**config.mk**
```make
export PLATFORM = sky130hd
export DESIGN_NAME = proc_mc
export DESIGN_NICKNAME = d
export VERILOG_FILES = /design/src/rtl/proc_mc.sv
export SDC_FILE = /design/constraint.sdc
export NUM_CORES = 1
export LEC_CHECK = 0
export ABC_AREA = 1
export CORE_ASPECT_RATIO = 2
export CORE_MARGIN = 2
export CORE_UTILIZATION = 40
export CTS_CLUSTER_SIZE = 12
export DETAILED_ROUTE_END_ITERATION = 10
export GPL_TIMING_DRIVEN = 0
export PLACE_DENSITY_LB_ADDON = 0.08
export SYNTH_ARGS = -nofsm -noshare
export SYNTH_HDL_FRONTEND = slang
export SYNTH_SLANG_ARGS = --single-unit
```
**constraint.sdc**
```tcl
create_clock -name clk -period 33.9 [get_ports clk]
set_clock_uncertainty 0.1 [all_clocks]
set_input_delay 6.78 -clock clk [delete_from_list [all_inputs] [get_ports clk]]
set_output_delay 6.78 -clock clk [all_outputs]
set_load 0.1 [all_outputs]
```
**src/rtl/proc_mc.sv**
```systemverilog
// proc_mc: parametrised multi-cycle 16-bit-instruction core with a valid/ready output stream.
// Optional macro PROC_MC_ILLEGAL_TRAP_EN: unlisted opcodes trap (err=1, halted=1) instead of acting as NOPs.
module proc_mc #(
  parameter int DATA_W = 8,
  parameter int ADDR_W = 16,
  parameter int NREGS  = 32
) (
  input  logic              clk,
  input  logic              rst,
  input  logic [15:0]       fromMem,
  output logic              we,
  output logic [ADDR_W-1:0] addr,
  output logic [15:0]       toMem,
  output logic              out_valid,
  input  logic              out_ready,
  output logic [DATA_W-1:0] out_data,
  output logic              halted,
  output logic              err
);
  localparam int IDX_W = $clog2(NREGS);

  typedef enum logic [2:0] {
    S_FETCH    = 3'd0,
    S_DECODE   = 3'd1,
    S_EXECUTE  = 3'd2,
    S_MEM_READ = 3'd3,
    S_OUT_WAIT = 3'd4,
    S_WRITE    = 3'd5,
    S_HALT     = 3'd6
  } state_t;

  state_t            state_r, state_s;
  logic [ADDR_W-1:0] pc_r, pc_s, addr_r, addr_s, pc_inc_s;
  logic [15:0]       ir_r, ir_s, to_mem_r, to_mem_s;
  logic              we_r, we_s, out_valid_r, out_valid_s, halted_r, halted_s;
  logic [DATA_W-1:0] out_data_r, out_data_s;
  logic [DATA_W-1:0] regs_r [NREGS];
  logic              rf_we_s;
  logic [IDX_W-1:0]  rf_idx_s, rd_s, ra_s, rb_s;
  logic [DATA_W-1:0] rf_data_s, ra_val_s, rb_val_s;
  logic              is_halt_s, is_ldi_s;
  logic [4:0]        opc_s;
`ifdef PROC_MC_ILLEGAL_TRAP_EN
  logic              err_r, err_s;
`endif

  // Index fields keep only the low log2(NREGS) bits; upper bits are ignored.
  assign is_halt_s = (ir_r == 16'h7777);
  assign is_ldi_s  = (ir_r[15:13] == 3'b110);
  assign opc_s     = ir_r[15:11];
  assign rd_s      = ir_r[8 +: IDX_W];
  assign ra_s      = ir_r[6 +: IDX_W];
  assign rb_s      = ir_r[0 +: IDX_W];
  assign ra_val_s  = regs_r[ra_s];
  assign rb_val_s  = regs_r[rb_s];
  assign pc_inc_s  = pc_r + ADDR_W'(1'b1);

  // Next-state, datapath and registered-output decode.
  always_comb begin
    state_s     = state_r;
    pc_s        = pc_r;
    ir_s        = ir_r;
    addr_s      = addr_r;
    to_mem_s    = to_mem_r;
    we_s        = we_r;
    out_valid_s = out_valid_r;
    out_data_s  = out_data_r;
    halted_s    = halted_r;
`ifdef PROC_MC_ILLEGAL_TRAP_EN
    err_s       = err_r;
`endif
    rf_we_s     = 1'b0;
    rf_idx_s    = rd_s;
    rf_data_s   = DATA_W'(ir_r[7:0]);
    case (state_r)
      S_FETCH: begin
        addr_s  = pc_r;
        we_s    = 1'b0;
        state_s = S_DECODE;
      end
      S_DECODE: begin
        ir_s    = fromMem;
        state_s = S_EXECUTE;
      end
      S_EXECUTE: begin
        if (is_halt_s) begin
          halted_s = 1'b1;
          state_s  = S_HALT;
        end else if (is_ldi_s) begin
          rf_we_s = 1'b1;
          pc_s    = pc_inc_s;
          state_s = S_FETCH;
        end else begin
          case (opc_s)
            5'd1: begin
              addr_s  = ADDR_W'(ir_r[10:0]);
              state_s = S_MEM_READ;
            end
            5'd2: begin
              out_data_s  = rb_val_s;
              out_valid_s = 1'b1;
              state_s     = S_OUT_WAIT;
            end
            5'd3: begin
              rf_we_s   = 1'b1;
              rf_idx_s  = ra_s;
              rf_data_s = ra_val_s + rb_val_s;
              pc_s      = pc_inc_s;
              state_s   = S_FETCH;
            end
            5'd4: begin
              we_s     = 1'b1;
              addr_s   = ADDR_W'(16'(rb_val_s));
              to_mem_s = 16'(ra_val_s);
              state_s  = S_WRITE;
            end
            default: begin
`ifdef PROC_MC_ILLEGAL_TRAP_EN
              // pc stays on the offending instruction for post-mortem inspection.
              err_s    = 1'b1;
              halted_s = 1'b1;
              state_s  = S_HALT;
`else
              pc_s    = pc_inc_s;
              state_s = S_FETCH;
`endif
            end
          endcase
        end
      end
      S_MEM_READ: begin
        out_data_s  = fromMem[DATA_W-1:0];
        out_valid_s = 1'b1;
        state_s     = S_OUT_WAIT;
      end
      S_OUT_WAIT: begin
        if (out_ready) begin
          out_valid_s = 1'b0;
          pc_s        = pc_inc_s;
          state_s     = S_FETCH;
        end else begin
          out_valid_s = 1'b1;
        end
      end
      S_WRITE: begin
        we_s    = 1'b0;
        pc_s    = pc_inc_s;
        state_s = S_FETCH;
      end
      S_HALT: begin
        we_s    = 1'b0;
        state_s = S_HALT;
      end
      default: begin
        state_s = S_FETCH;
      end
    endcase
  end

  // State and registered outputs.
  always_ff @(posedge clk or posedge rst) begin
    if (rst) begin
      state_r     <= S_FETCH;
      pc_r        <= {ADDR_W{1'b0}};
      ir_r        <= 16'h0000;
      addr_r      <= {ADDR_W{1'b0}};
      to_mem_r    <= 16'h0000;
      we_r        <= 1'b0;
      out_valid_r <= 1'b0;
      out_data_r  <= {DATA_W{1'b0}};
      halted_r    <= 1'b0;
`ifdef PROC_MC_ILLEGAL_TRAP_EN
      err_r       <= 1'b0;
`endif
    end else begin
      state_r     <= state_s;
      pc_r        <= pc_s;
      ir_r        <= ir_s;
      addr_r      <= addr_s;
      to_mem_r    <= to_mem_s;
      we_r        <= we_s;
      out_valid_r <= out_valid_s;
      out_data_r  <= out_data_s;
      halted_r    <= halted_s;
`ifdef PROC_MC_ILLEGAL_TRAP_EN
      err_r       <= err_s;
`endif
    end
  end

  // Register file.
  always_ff @(posedge clk or posedge rst) begin
    if (rst) begin
      for (int i = 0; i < NREGS; i++) begin
        regs_r[i] <= {DATA_W{1'b0}};
      end
    end else if (rf_we_s) begin
      regs_r[rf_idx_s] <= rf_data_s;
    end
  end

  assign we        = we_r;
  assign addr      = addr_r;
  assign toMem     = to_mem_r;
  assign out_valid = out_valid_r;
  assign out_data  = out_data_r;
  assign halted    = halted_r;
`ifdef PROC_MC_ILLEGAL_TRAP_EN
  assign err       = err_r;
`else
  assign err       = 1'b0;
`endif

endmodule

```
==> results of run 1 <==
## per-stage QoR
| stage | util, % | area, sq um | std cells |
|---|---|---|---|
| after floorplan | - | 18300 | 2461 |
| after global placement | 43.3 | 19500 | 3074 |
| after detailed placement | 43.4 | 19600 | 3077 |
| final | 46.0 | 20700 | 3135 |
| after global routing | 46.0 | 20700 | 3133 |
| after CTS | 46.0 | 20700 | 3133 |
## per-layer routing
metal	vias to the layer above	share of wire, %	GRT usage [%]
li1	8364	-	-
met1	9107	33	43.5
met2	1251	48	67.5
met3	469	8.4	8.98
met4	4	10	34.5
met5	-	0.031	0
## cell type report
class / instances / area (sq um) / share of cell area (%)
timing repair buffer: 56 / 593 / 2.86
multi-input combinational: 1716 / 8330 / 40.2
clock buffer: 47 / 1060 / 5.14
buffer: 184 / 873 / 4.22
clock inverter: 9 / 86.3 / 0.417
antenna: 2 / 5.00 / 0.0242
inverter: 235 / 892 / 4.31
sequential: 326 / 8160 / 39.4
tap: 560 / 701 / 3.38
## power by group through the flow
| stage | combinational [uW] | clock, uW | sequential (uW) |
|---|---|---|---|
| floorplan | 642 | 0 | 632 |
| global placement | 1270 | 0 | 548 |
| detailed placement | 1280 | 0 | 549 |
| CTS | 1290 | 406 | 544 |
| global route | 1390 | 419 | 555 |
| finish | 1340 | 403 | 547 |
## flip-flops by register name, indices dropped and copies added (netlist names)
signal,cells
we,1
state_r,3
toMem,8
out_valid,1
out_data,8
regs_r,256
halted,1
ir_r,16
pc_r,16
addr,16
## Yosys cell counts (all sizes together)
cell and count:
ha 8, o22ai 5, dfrtp 326, nor2 120
a22oi 3, inv 227, fa 1, a31oi 7
a21o 1, o211ai 34, nand2 546, nand3 201
and2 1, nand3b 1, mux2 2, o21ai 483
o31ai 6, o211a 1, buf 87, nor3 9
a21oi 229, a221oi 8, nand4 17, a211oi 1
xnor2 4, clkbuf 97, conb 1, or2 2
nor4 2, xor2 15, clkinv 8
## kinds of logic after synthesis
logic type / after synthesis / synth area share, %
xor+xnor: 19 / 0.913
fa+ha+maj: 9 / 0.659
compound gates: 778 / 22.7
mux: 2 / 0.124
buf+inv: 419 / 9.65
other cells: 1 / 0.0206
simple gates: 899 / 21.2
flops: 326 / 44.8
## final timing paths
kind,from,endpoint,slack (ns),depth (start not counted)
min in group asynchronous,rst,out_data[4],6.65,2
worst min register to register,halted,halted,0.38,2
worst max-delay path,out_data[7],out_data[7],24.94,1
worst max register to register,ir_r[2],regs_r[4],26.36,15
worst min-delay path,halted,halted,0.38,2
max in group asynchronous,rst,regs_r[164],25.45,4
==> run_results.csv, run 1 <==
group,metric,value,unit
status,outcome,"complete, no violations",
logic_synthesis,synthTopCellsByArea,"dfrtp_1 (45%), nand2_1 (11%), o21ai_0 (9.4%), a21oi_1 (6.2%), nand3_1 (5.5%)",
clocking,clockRootBuffer,"clkbuf_16",
clocking,cts_setup_buffers,0,
clocking,insertion_delay,0.58,ns
drt,initialDrtViolationCount,2198,
sta,final.hold.worst_slack,0.376,ns
global_routing,number_of_antenna_violations_at_the_first_check_in_global_routing,6,
sta,maxSlewViolCount,0,
pwr,static-leakage-power,0.00900,uW
clocking,clock_sinks,326,
global_routing,grt_start_max_net_pins,116,
setup_path,cell_type_of_the_slowest_stage_on_the_worst_timing_path,"clkdlybuf4s50_1",
pwr,vdd_ir_drop_max,0.0000490,V
drt,antenna_violating_nets_post_route,0,
pwr,p_sw_share,56.2,%
clocking,clk_pin_slew_worst_paths,0.06,ns
sta,report.final.setup_viol,0,
sta,max_slew_margin,9.82,%
sta,max_freq,112,MHz
logic_synthesis,synth_top_area_share,44.8,%
global_routing,globalRoute.totalOverflow,0,
flow_run,drv_cap,0,
sta,timing.final.hold_violations,0,
logic_synthesis,post-synth-top-area-cell,"dfrtp_1",
setup_path,crit_path_max_fanout,2,
setup_path,worstSetupStartpointType,"register",
pwr,power.switching,1290,uW
setup_path,worst_setup_path_end_kind,"primary output",
sta,final_period_minus_worst_setup_slack,8.96,ns
die,io_pins,63,
die,start_util,40.5,%
global_routing,gr-usage-all-layers,40.7,%
logic_synthesis,yosysWarnings,0,
final_layout,final_common_cell,"nand2_1",
placed_design,gpl.final_weighted_congestion,1.07,
pwr,power.density_cell_area,111,mW/mm^2
final_layout,drive_above_1_share,8.63,%
sta,final.period_utilization,26.4,%
final_layout,syn_to_final_growth,13.7,%
clocking,count_of_cells_resized_by_post_cts_repair,0,
sta,final.setup.worst_slack,24.94,ns
clocking,cts_tree,"yes",
sta,rsz0062_at_grt,"no",
sta,worstMarginPinSlew,1.34,ns
setup_path,cpPeakStageDelay,1.15,ns
logic_synthesis,syn_avg_cell_area,7.43,sq um
die,floorplan.die.width,155,um
clocking,tritoncts.num_buffers,36,
placed_design,post-place-ws,24.79,ns
placed_design,numPortBuffers,53,
setup_path,worstPathCellList,"clkdlybuf4s50_1",
logic_synthesis,netlist-cell-type-count,45,
setup_path,worstSetupPathType,"register to primary output",
placed_design,dp_hpwl,70600,um
hold_path,hp-class,"register to register",
setup_path,cpLargestDelayFamily,"buffers and inverters",
logic_synthesis,synth_sequential_area_ratio,44.8,%
pwr,power_frac_comb,58.6,%
drt,dr.pass1.iters,6,
logic_synthesis,syn-instance-count,2453,
die,core_region_area,0.0450,sq mm
final_layout,final_cell_mix,"nand2_1 (539), o21ai_0 (341), dfrtp_1 (326), a21oi_1 (227), nand3_1 (199)",
pwr,power.share.sequential,23.8,%
global_routing,grt_first_pass_wirelength,135000,um
setup_path,required,27.02,ns
pwr,total_power,2290,uW
die,rows,110,
die,die-area,0.0474,sq mm
final_layout,net_total_in_the_final_layout,2583,
drt,finalWirelength,96400,um
drt,number_of_remaining_drc_errors,0,
setup_path,critPathBufInv,1,
global_routing,vias_in_the_first_global_route,18600,
drt,avgViaCountPerCell,6.12,
sta,totalNegativeSetupSlack,0,ns
pwr,clkPwrFrac,17.5,%
die,floorplan.die.height,306,um
logic_synthesis,syn_area,0.0182,sq mm
clocking,clock_tree.buffer_depth,3,
final_layout,nFillCells,4773,
setup_path,worstPathArrival,2.08,ns
drt,via_count,19200,
clocking,htree_num_levels,2,
logic_synthesis,synth-seq-cells,326,
pwr,internal_power,1000,uW
drt,route.detailed.wl_per_inst,30.8,um
clocking,cts_hold_repair.buffers,0,
No activity file was read; power rests on OpenSTA's default activity.
==> run 2, diff against run 1 <==
==> constraint.sdc (replaced) <==
create_clock -name clk -period 7.88 [get_ports clk]
set_clock_uncertainty 0.1 [all_clocks]
set_input_delay 1.576 -clock clk [delete_from_list [all_inputs] [get_ports clk]]
set_output_delay 1.576 -clock clk [all_outputs]
set_load 0.1 [all_outputs]
==> run 2 against run 1 <==
  * Setup slack worse by 24 ns
  * Clock-buffer cell count down 2
  * Hold slack better by 0.0014 ns
  * Largest power group unchanged
  * Sequential share of layout area down 0.21 points
  * Final cell count up 0.19%
  * Critical path type is now register to register
  * Critical endpoint is now regs_r[4]
  * Critical path depth up 14
  * First-iteration DRC count down 3.9%
==> run_results.csv, run 2 (synthesis gave the netlist of run 1 again) <==
group,metric,value,unit
sta,maxSlewViolCount,0,
sta,worstMarginPinSlew,1.33,ns
final_layout,nFillCells,4663,
clocking,cts_hold_repair.buffers,0,
final_layout,largest-register,"regs_r",
drt,dr.pass1.iters,6,
pwr,power.density_cell_area,473,mW/mm^2
global_routing,grt_start_max_net_pins,43,
drt,initialDrtViolationCount,2113,
global_routing,grt_first_pass_wirelength,133000,um
placed_design,numPortBuffers,53,
placed_design,gpl.final_weighted_congestion,1.03,
setup_path,cp_startpoint,"ir_r[2]",
global_routing,number_of_antenna_violations_at_the_first_check_in_global_routing,1,
clocking,clock_sinks,326,
sta,rsz0062_at_grt,"no",
setup_path,worst-r2r-cell-count,15,
final_layout,final_cell_mix,"nand2_1 (539), o21ai_0 (341), dfrtp_1 (326), a21oi_1 (227), nand3_1 (199)",
global_routing,globalRoute.totalOverflow,0,
clocking,tritoncts.num_buffers,36,
hold_path,hold_depth,2,
clocking,cts_setup_buffers,0,
die,rows,110,
final_layout,final_common_cell,"nand2_1",
sta,timing.final.hold_violations,0,
clocking,clk_pin_slew_worst_paths,0.07,ns
setup_path,crit_path_max_fanout,10,
die,floorplan.die.height,306,um
setup_path,cpLargestDelayFamily,"buffers and inverters",
clocking,insertion_delay,0.57,ns
setup_path,cpPeakStageDelay,1.11,ns
final_layout,number_of_flip_flops_under_the_largest_register_name,256,
final_layout,net_total_in_the_final_layout,2590,
setup_path,cell_type_of_the_slowest_stage_on_the_worst_timing_path,"nor2_1",
flow_run,drv_cap,0,
sta,max_slew_margin,11.1,%
placed_design,cell_count_after_placement,3084,
setup_path,worstSetupPathType,"register to register",
setup_path,worstPathArrival,7.28,ns
hold_path,hp-class,"register to register",
global_routing,vias_in_the_first_global_route,18400,
status,outcome,"complete, no violations",
drt,via_count,18900,
setup_path,critical_path.most_common_cell,"o21ai_0",
setup_path,critPathBufInv,5,
pwr,vdd_ir_drop_max,0.000207,V
drt,route.detailed.wl_per_inst,30.3,um
clocking,clock_tree.buffer_depth,3,
drt,finalWirelength,95200,um
die,io_pins,63,
sta,final_period_minus_worst_setup_slack,6.98,ns
final_layout,finish.cell_count_without_fillers,3141,
die,die-area,0.0474,sq mm
setup_path,worstSetupStartpointType,"register",
clocking,count_of_cells_resized_by_post_cts_repair,0,
drt,antenna_violating_nets_post_route,0,
clocking,cts_tree,"yes",
setup_path,path_depth,15,
clocking,htree_num_levels,2,
setup_path,required,8.18,ns
placed_design,dp_hpwl,71800,um
setup_path,worstReg2RegStart,"ir_r[2]",
drt,number_of_remaining_drc_errors,0,
final_layout,syn_to_final_growth,14.3,%
final_layout,drive_above_1_share,8.72,%
sta,final.period_utilization,88.5,%
sta,final.hold.worst_slack,0.377,ns
setup_path,worstPathCellList,"clkinv_1 > nor2_1 > clkbuf_1 > o211ai_1 > nand3_1 > o21ai_0 > inv_1 > ha_1 > inv_1 > fa_1 > o21ai_0 > xor2_1 > o21ai_0 > clkbuf_1 > o21ai_0",
drt,avgViaCountPerCell,6.00,
sta,report.final.setup_viol,0,
global_routing,gr-usage-all-layers,40.2,%
die,start_util,40.5,%
setup_path,worst_setup_path_end_kind,"register",
sta,max_freq,143,MHz
die,core_region_area,0.0450,sq mm
clocking,clockRootBuffer,"clkbuf_16",
hold_path,holdCritStartpoint,"toMem[3]",
pwr,static-leakage-power,0.00905,uW
die,floorplan.die.width,155,um
final_layout,utilization,46.3,%
-- run 2: tightest hold or removal path, delay by kind of cell, from the launching register on --
| kind | cells | cell delay [ns] |
|---|---|---|
| and+or+nand+nor | 2 | 0.10 |
| DFF | 1 | 0.34 |
-- run 2: final timing paths --
check	end	slack [ns]
worst max-delay path	regs_r[4]	0.90
worst min-delay path	toMem[3]	0.38
worst max register to register	regs_r[4]	0.90
worst min register to register	toMem[3]	0.38
max in group asynchronous	regs_r[87]	5.21
min in group asynchronous	addr[10]	1.20
-- run 2: metrics by stage --
stage	cell area (sq um)	setup TNS [ns]	total power, uW	setup WS (ns)
finish	20800	0	9850	0.902
global route	20800	0	10200	0.997
CTS	20800	0	9650	1.19
detailed placement	19700	0	7910	1.19
global placement	19500	-187.82	7860	-0.648
floorplan	18300	0	5480	1.85
-- run 2: area by class of cell --
type / instances / area, sq um / area share [%]
Sequential cell: 326 / 8160 / 39.2
Tap cell: 560 / 701 / 3.37
Multi-Input combinational cell: 1716 / 8330 / 40.0
Clock buffer: 45 / 997 / 4.79
Inverter: 235 / 888 / 4.27
Clock inverter: 11 / 146 / 0.703
Timing Repair Buffer: 63 / 718 / 3.45
Antenna cell: 1 / 2.50 / 0.0120
Buffer: 184 / 873 / 4.19
-- run 2: routing by layer --
metal,routed length (um),global-route usage (%)
met5,11,0
met1,31100,42.2
met4,10300,34.5
met3,7930,8.47
met2,45900,67.7
-- run 2: power by group --
| part | internal [uW] | leakage (uW) | switching, uW |
|---|---|---|---|
| clock | 990 | 0.000558 | 742 |
| sequential | 2040 | 0.00443 | 307 |
| combinational | 1310 | 0.00406 | 4460 |
| total | 4340 | 0.00905 | 5510 |
==> run 3, diff against run 2 <==
--- a/config.mk
+++ b/config.mk
@@ -13,6 +13,7 @@
 export DETAILED_ROUTE_END_ITERATION = 10
 export GPL_TIMING_DRIVEN = 0
 export PLACE_DENSITY_LB_ADDON = 0.08
+export REMOVE_ABC_BUFFERS = 1
 export SYNTH_ARGS = -nofsm -noshare
 export SYNTH_HDL_FRONTEND = slang
 export SYNTH_SLANG_ARGS = --single-unit
==> run 3 against run 2 <==
  * First-iteration DRC count fell by 38%
  * Design area fell by 2.8%
  * Fmax rose by 5.1%
  * Via count fell by 9.5%
  * Hold slack got worse by 0.011 ns
  * Largest power group unchanged
  * Clock-buffer cell count rose by 12
  * Critical path depth rose by 3
  * Setup slack improved by 0.34 ns
==> run_results.csv, run 3 (synthesis gave the netlist of run 1 again) <==
group,metric,value,unit
pwr,power.density_cell_area,448,mW/mm^2
drt,route.detailed.wl_per_inst,23.3,um
setup_path,worst_setup_path_end_kind,"register",
drt,met3_wirelength,3190,um
global_routing,grt_first_pass_wirelength,104000,um
drt,finalWirelength,69200,um
drt,initialDrtViolationCount,1301,
setup_path,worstPathArrival,6.92,ns
final_layout,drive_above_1_share,7.52,%
global_routing,vias_in_the_first_global_route,16800,
die,start_util,40.5,%
sta,worstMarginPinSlew,1.33,ns
status,outcome,"complete, no violations",
clocking,clk_pin_slew_worst_paths,0.06,ns
final_layout,final_cell_mix,"nand2_1 (539), o21ai_0 (339), dfrtp_1 (321), a21oi_1 (226), nand3_1 (198)",
drt,antenna_violating_nets_post_route,0,
pwr,vdd_ir_drop_max,0.000249,V
die,floorplan.die.width,155,um
placed_design,dp_hpwl,46500,um
drt,met2RoutedLength,35400,um
placed_design,gpl.final_weighted_congestion,0.890,
sta,timing.final.hold_violations,0,
placed_design,post-place-ws,1.41,ns
final_layout,final_common_cell,"nand2_1",
final_layout,net_total_in_the_final_layout,2415,
die,core_region_area,0.0450,sq mm
drt,number_of_remaining_drc_errors,0,
clocking,cts_hold_repair.buffers,0,
global_routing,globalRoute.totalOverflow,0,
sta,maxSlewViolCount,0,
sta,final_period_minus_worst_setup_slack,6.64,ns
sta,rsz0062_at_grt,"no",
setup_path,crit_path_max_fanout,24,
final_layout,insertedDiodeCount,0,
die,rows,110,
clocking,cts_tree,"yes",
clocking,htree_num_levels,2,
pwr,static-leakage-power,0.00874,uW
drt,routedLengthMet1,24700,um
clocking,tritoncts.num_buffers,34,
clocking,clock_sinks,326,
final_layout,number_of_flip_flops_under_the_largest_register_name,256,
clocking,count_of_cells_resized_by_post_cts_repair,0,
hold_path,hp-class,"register to register",
sta,max_freq,151,MHz
die,io_pins,63,
clocking,cts_setup_buffers,0,
final_layout,syn_to_final_growth,11.1,%
sta,max_slew_margin,11.6,%
placed_design,numPortBuffers,53,
sta,final.setup.worst_slack,1.24,ns
clocking,clockRootBuffer,"clkbuf_16",
die,die-area,0.0474,sq mm
drt,dr.pass1.iters,5,
clocking,clock_tree.buffer_depth,3,
clocking,insertion_delay,0.53,ns
flow_run,drv_cap,0,
setup_path,worstSetupPathType,"register to register",
drt,avgViaCountPerCell,5.75,
sta,final.hold.worst_slack,0.366,ns
global_routing,gr-usage-all-layers,29.3,%
sta,final.period_utilization,84.3,%
drt,topRoutingLayerUsed,"met4",
sta,totalNegativeSetupSlack,0,ns
final_layout,largest-register,"regs_r",
sta,report.final.setup_viol,0,
global_routing,number_of_antenna_violations_at_the_first_check_in_global_routing,0,
setup_path,worstSetupStartpointType,"register",
drt,via_count,17100,
global_routing,grt_start_max_net_pins,121,
die,floorplan.die.height,306,um
setup_path,required,8.16,ns
-- run 3: per-stage QoR --
| step | instance area [sq um] | cells | total power, uW | util, % |
|---|---|---|---|---|
| 2_1_floorplan | 17400 | 2277 | 5330 | - |
| 3_3_place_gp | 18600 | 2890 | 7160 | 41.3 |
| 3_5_place_dp | 19200 | 2910 | 7440 | 42.6 |
| 4_1_cts | 20200 | 2967 | 9040 | 44.9 |
| 5_1_grt | 20200 | 2968 | 9560 | 45.0 |
| 6_report | 20200 | 2968 | 9070 | 45.0 |
-- run 3: final cells by class --
| type | count | area, sq um |
|---|---|---|
| Tap cell | 560 | 701 |
| Multi-Input combinational cell | 1716 | 8420 |
| Timing Repair Buffer | 74 | 1010 |
| Sequential cell | 326 | 8170 |
| Clock buffer | 57 | 1030 |
| Fill cell | 4557 | 24800 |
| Inverter | 235 | 898 |
-- run 3: power breakdown --
part           switching (uW)  internal (uW)
registers                 561           2040
logic                    3520           1380
clock network             685            888
-- run 3: critical path, cell delays in order (launching register included) --
cell	delay [ns]
dfrtp_1	1.20
clkinv_1	1.28
nor2_2	0.80
buf_8	0.24
o211ai_1	0.17
nand4_1	0.15
o21ai_0	0.09
inv_1	0.20
ha_1	0.21
inv_1	0.06
fa_1	0.42
o21ai_0	0.31
a21oi_1	0.13
nor2_1	0.11
nor2_1	0.06
xnor2_1	0.15
a21oi_4	0.39
buf_12	0.25
o21ai_0	0.10
-- run 3: final timing paths --
path | start | to | slack [ns] | cells after the start
hold / removal | halted | halted | 0.37 | 2
min in group asynchronous | rst | regs_r[180] | 1.52 | 2
setup reg to reg | ir_r[2] | regs_r[54] | 1.24 | 18
max in group asynchronous | rst | ir_r[0] | 4.90 | 3
hold reg to reg | halted | halted | 0.37 | 2
setup / recovery | ir_r[2] | regs_r[54] | 1.24 | 18
-- run 3: layer usage --
metal	vias up	GRT usage (%)
met4	0	21.3
met2	609	52.9
met1	8225	31.5
met3	212	3.01
met5	-	0
li1	8011	-
